$ cat src/rtl/mem_port_arbiter.sv
// Arbitrates instruction-fetch and data-stage requests onto one single-port
// memory. One access is outstanding at a time. Data has priority, but a
// streak limit keeps a waiting fetch from being starved. A wait timeout
// aborts accesses the memory never acknowledges.
module mem_port_arbiter #(
  parameter int STREAK_MAX = 4,
  parameter int TIMEOUT    = 15
) (
  input  logic        clock,
  input  logic        reset,
  input  logic        if_req,
  input  logic [31:0] if_addr,
  output logic        if_ready,
  output logic [31:0] if_rdata,
  input  logic        d_req,
  input  logic        d_we,
  input  logic [31:0] d_addr,
  input  logic [31:0] d_wdata,
  output logic        d_ready,
  output logic [31:0] d_rdata,
  output logic        if_stall,
  output logic        d_stall,
  output logic        mem_en,
  output logic        mem_we,
  output logic [31:0] mem_addr,
  output logic [31:0] mem_wdata,
  input  logic [31:0] mem_rdata,
  input  logic        mem_ack,
  output logic        err
);

  localparam int SW = $clog2(STREAK_MAX + 1);
  localparam int WW = $clog2(TIMEOUT + 1);

  typedef enum logic [1:0] {IDLE, ISSUE, WAIT, DONE} state_t;

  state_t        state_reg, state_next;
  logic          grant_d_reg;
  logic          we_reg;
  logic [31:0]   addr_reg;
  logic [31:0]   wdata_reg;
  logic [31:0]   rdata_reg;
  logic          err_reg;
  logic [SW-1:0] streak_reg;
  logic [WW-1:0] wait_cnt_reg;

  logic pick_d;
  logic any_req;
  logic timed_out;
  logic in_access;
  logic done;

  // Data wins unless a fetch is also waiting and the data streak is used up.
  assign pick_d    = d_req && !(if_req && (streak_reg == SW'(STREAK_MAX)));
  assign any_req   = if_req || d_req;
  assign timed_out = (wait_cnt_reg == WW'(TIMEOUT - 1));

  // State register.
  always_ff @(posedge clock) begin
    if (reset) state_reg <= IDLE;
    else       state_reg <= state_next;
  end

  // Next-state logic; acks are only looked at while an access is in flight.
  always_comb begin
    state_next = state_reg;
    case (state_reg)
      IDLE:    if (any_req) state_next = ISSUE;
      ISSUE:   state_next = mem_ack ? DONE : WAIT;
      WAIT:    if (mem_ack || timed_out) state_next = DONE;
      DONE:    state_next = IDLE;
      default: state_next = IDLE;
    endcase
  end

  // Grant latching, streak tracking, wait counting and read-data capture.
  always_ff @(posedge clock) begin
    if (reset) begin
      grant_d_reg  <= 1'b0;
      we_reg       <= 1'b0;
      addr_reg     <= '0;
      wdata_reg    <= '0;
      rdata_reg    <= '0;
      err_reg      <= 1'b0;
      streak_reg   <= '0;
      wait_cnt_reg <= '0;
    end else begin
      case (state_reg)
        IDLE: begin
          if (any_req) begin
            grant_d_reg  <= pick_d;
            we_reg       <= pick_d && d_we;
            addr_reg     <= pick_d ? d_addr : if_addr;
            wdata_reg    <= pick_d ? d_wdata : 32'd0;
            rdata_reg    <= '0;
            err_reg      <= 1'b0;
            wait_cnt_reg <= '0;
            if (pick_d && if_req) begin
              if (streak_reg != SW'(STREAK_MAX)) streak_reg <= streak_reg + 1'b1;
            end else begin
              streak_reg <= '0;
            end
          end
        end
        ISSUE: begin
          if (mem_ack) rdata_reg <= we_reg ? 32'd0 : mem_rdata;
        end
        WAIT: begin
          if (mem_ack) begin
            rdata_reg <= we_reg ? 32'd0 : mem_rdata;
          end else if (timed_out) begin
            err_reg   <= 1'b1;
            rdata_reg <= '0;
          end else begin
            wait_cnt_reg <= wait_cnt_reg + 1'b1;
          end
        end
        default: ;
      endcase
    end
  end

  assign in_access = (state_reg == ISSUE) || (state_reg == WAIT);
  assign done      = (state_reg == DONE);

  assign mem_en    = (state_reg == ISSUE);
  assign mem_we    = in_access && we_reg;
  assign mem_addr  = in_access ? addr_reg : 32'd0;
  assign mem_wdata = in_access ? wdata_reg : 32'd0;

  assign if_ready  = done && !grant_d_reg;
  assign d_ready   = done && grant_d_reg;
  assign if_rdata  = if_ready ? rdata_reg : 32'd0;
  assign d_rdata   = d_ready ? rdata_reg : 32'd0;
  assign err       = done && err_reg;

  assign if_stall  = if_req && !if_ready;
  assign d_stall   = d_req && !d_ready;

endmodule

$ cat config.mk
export PLATFORM = sky130hd
export DESIGN_NAME = mem_port_arbiter
export DESIGN_NICKNAME = d
export VERILOG_FILES = /design/src/rtl/mem_port_arbiter.sv
export SDC_FILE = /design/constraint.sdc
export NUM_CORES = 1
export LEC_CHECK = 0
export BUFFER_PORTS_ARGS = -buffer_cell sky130_fd_sc_hd__buf_2
export CORE_UTILIZATION = 46
export DETAILED_ROUTE_END_ITERATION = 7
export PLACE_DENSITY_LB_ADDON = 0.2
export SLEW_MARGIN = 5
export SYNTH_ARGS = -nofsm -noshare
export SYNTH_HDL_FRONTEND = slang
export SYNTH_SLANG_ARGS = --single-unit
$ cat constraint.sdc
create_clock -name clock -period 2.3 [get_ports clock]
set_input_delay 0.115 -clock clock [delete_from_list [all_inputs] [get_ports clock]]
set_output_delay 0.115 -clock clock [all_outputs]
set_load 0.01 [all_outputs]
==> metrics.md <==
| Metric | Value |
|---|---|
| Worst Path Required | 2510 ps |
| Post-synth EDFFs | 0 |
| Distinct cells, synth | 40 |
| Post-Layout Cell Count | 1,078 |
| DP Area | 6770 um2 |
| Top post-synthesis cells by area | dfxtp_1, and2_1, nor3_1, a22o_1, nor2b_1 |
| ANT nets after route | 0 |
| RSZ-0062 raised after global routing | false |
| Number of synthesized register bits | 108 |
| Root Buffer | clkbuf_16 |
| Post-cts repair resize count | 0 |
| Hold Buf Count CTS | 27 |
| DR WL/cell | 14.9 um |
| Post-CTS Setup Bufs | 0 |
| Nature of the critical path startpoint | flop |
| Slew @ Worst Pin | 770 ps |
| H-Tree Level Count | 3 |
| Critical path, cell by cell | inv_1 -> ha_1 -> or3b_4 -> o21ai_2 -> or2_4 -> o21ai_1 |
| Core Region | 11,400 um2 |
| CP Capture Type | flop |
| Leakage | 3.60 nW |
| CTS Sinks | 108 |
| Final Max Tran Viols | 0 |
| Placed insts | 1,033 |
| Critical-path maximum fanout | 32 |
| Synth top area share | 40.2% |
| Syn Inst Count | 667 |
| Initial core utilization | 47.1% |
| Fill cells | 1,007 |
| Final HPWL DP | 11.0 mm |
| Final setup skew | 6.63 ps |
| Clk network pwr share | 19.9% |
| Sequential cell area | 2160 um2 |
| Clock Latency Late Sink | 340 ps |
| Int Power | 4.20 mW |
| Number of diodes | 0 |
| Layout area overhead | 36.4% |
| Number of global-route vias before repair | 4,889 |
| Min-Delay Path Class | input pin to flop |
| Layout cells sized above 1 | 33.2% |
| Net Sw Power | 3.00 mW |
| Total gr overflow | 0 |
| CTS Buf Count | 9 |
| Standard-cell row count | 39 |
| Post-route minimum period | 2060 ps |
| Register area share after synthesis | 40.2% |
| Crit path DAT | 2270 ps |
| Gr usage total | 24.6% |
| Count of buffers from port buffering | 268 |
| Syn Area/Cell | 8.06 um2 |
| Multi-input gate area | 2910 um2 |
| Post-layout util | 64.3% |
| Combinational share of power | 45.5% |
| Synth cell count leaders | dfxtp_1, and2_1, nor3_1 |
| Critical path class | flop to flop |
| Global-route wire length before repair | 23.4 mm |
| DRT Pass-1 Iters | 5 |
| Initial DRC Count | 361 |
| Tcrit/Tclk final | 89.4% |
| Wirelength, routed | 16.0 mm |
| Final Total Pwr | 7.20 mW |
| Total I/O pin count | 269 |
| Post-synth top area cell | dfxtp_1 |
| Peak supply drop | 0.721 mV |
| Clk slew on worst S/H paths | 70 ps |
| Power per cell area | 981 nW/um2 |
| Post-Syn Nets | 809 |
| Main synth FF type | dfxtp_1 |
| Endpoints failing setup | 0 |
| Final GP Congestion | 0.790 |
| Max Root-Sink Buffers | 2 |
| Final Hold Viols | 0 |
| Peak Freq | 486 MHz |
| Asr flop ratio synth | 0% |
| Max incr delay on CP | 470 ps |
| Switch share | 41.6% |
| Mapped Area | 5380 um2 |
| Slowest-stage cell, CP | or3b_4 |
| Die H | 110 um |
| Register share of total power | 34.6% |
| Setup slack after layout | 244 ps |
| CTS tree | built |
| Count leader, synth | dfxtp_1 |
| Status | completed |
| Ys Warns | 0 |
| Post-route cell area | 7340 um2 |
| Initial antenna violation count | 0 |
| Vias/cell | 5.32 |
| Max-cap violations | 0 |
| Place WS | 237 ps |
| WHS | 6.97 ps |
| Via count | 5,733 |
| Worst rel slew slack | 48.5% |
| Fin nets | 1,072 |
| Setup TNS | 0 ps |
| Die width | 110 um |
| Pin count of the biggest net entering global routing | 53 |
| Residual DRC | 0 |
| DIE AREA | 12,100 um2 |
-- cell usage in the layout, fill, tap and decap left out, types with 2 or more instances in the layout --
cell type	n
nor2b_1	36
nor3_1	66
clkbuf_16	9
ha_1	8
a22o_1	33
inv_6	2
inv_1	7
and2_1	100
nand3_1	5
buf_2	268
a31oi_1	2
dfxtp_1	108
o21ai_1	38
o21ai_0	28
nand2_1	40
dlygate4sd3_1	29
nor2_1	36
nor4_1	32
and3_1	34
nand2b_1	2
clkinv_4	2
a21oi_1	7
buf_4	18
-- critical path, delay by kind of cell (launching register included) --
| family | cells | cell delay, ps |
|---|---|---|
| buffers and inverters | 1 | 120 |
| adders and majority gates | 1 | 400 |
| AOI/OAI and AO/OA | 2 | 230 |
| and+or+nand+nor | 2 | 840 |
| DFF | 1 | 340 |
-- cells by family (layout without fill, tap and decap cells) --
| family | Yosys count | count (layout) | synth area share, % |
|---|---|---|---|
| AOI/OAI and AO/OA | 120 | 120 | 14.7 |
| adders and majority gates | 8 | 8 | 1.86 |
| buffers and inverters | 71 | 339 | 6.09 |
| DFF | 108 | 108 | 40.2 |
| muxes | 1 | 1 | 0.186 |
| and+or+nand+nor | 359 | 359 | 36.9 |
-- power groups by stage --
stage	combinational (mW)	clock, mW	sequential (mW)
2_1_floorplan	2.35	0	2.44
3_3_place_gp	3.11	0	2.50
3_5_place_dp	3.22	0	2.52
4_1_cts	3.26	1.47	2.48
5_1_grt	3.63	1.55	2.53
6_report	3.27	1.43	2.49
-- layout make-up --
cell class / count / area share [%]
clock inverter: 6 / 0.648
tap: 143 / 2.44
multi-input combinational: 488 / 39.6
inverter: 7 / 0.358
clock buffer: 10 / 3.12
timing repair buffer: 316 / 24.4
sequential: 108 / 29.5
-- worst paths after layout --
| path | depth (start not counted) | endpoint | slack [ps] | start |
|---|---|---|---|---|
| setup / recovery | 6 | rdata_reg[3] | 240 | state_reg[0] |
| hold reg to reg | 1 | wdata_reg[24] | 470 | wdata_reg[24] |
| setup reg to reg | 6 | rdata_reg[3] | 240 | state_reg[0] |
| hold / removal | 2 | wdata_reg[12] | 7 | d_wdata[12] |
-- per-layer routing --
| metal | part of all wire [%] | GRT usage [%] | wire, um |
|---|---|---|---|
| met1 | 41 | 29.3 | 6620 |
| met2 | 50 | 44.1 | 7980 |
| met3 | 6.7 | 5.17 | 1080 |
| met4 | 2.1 | 7.24 | 329 |
| met5 | 0 | 0 | 0 |
(Power assumes the default switching activity.)
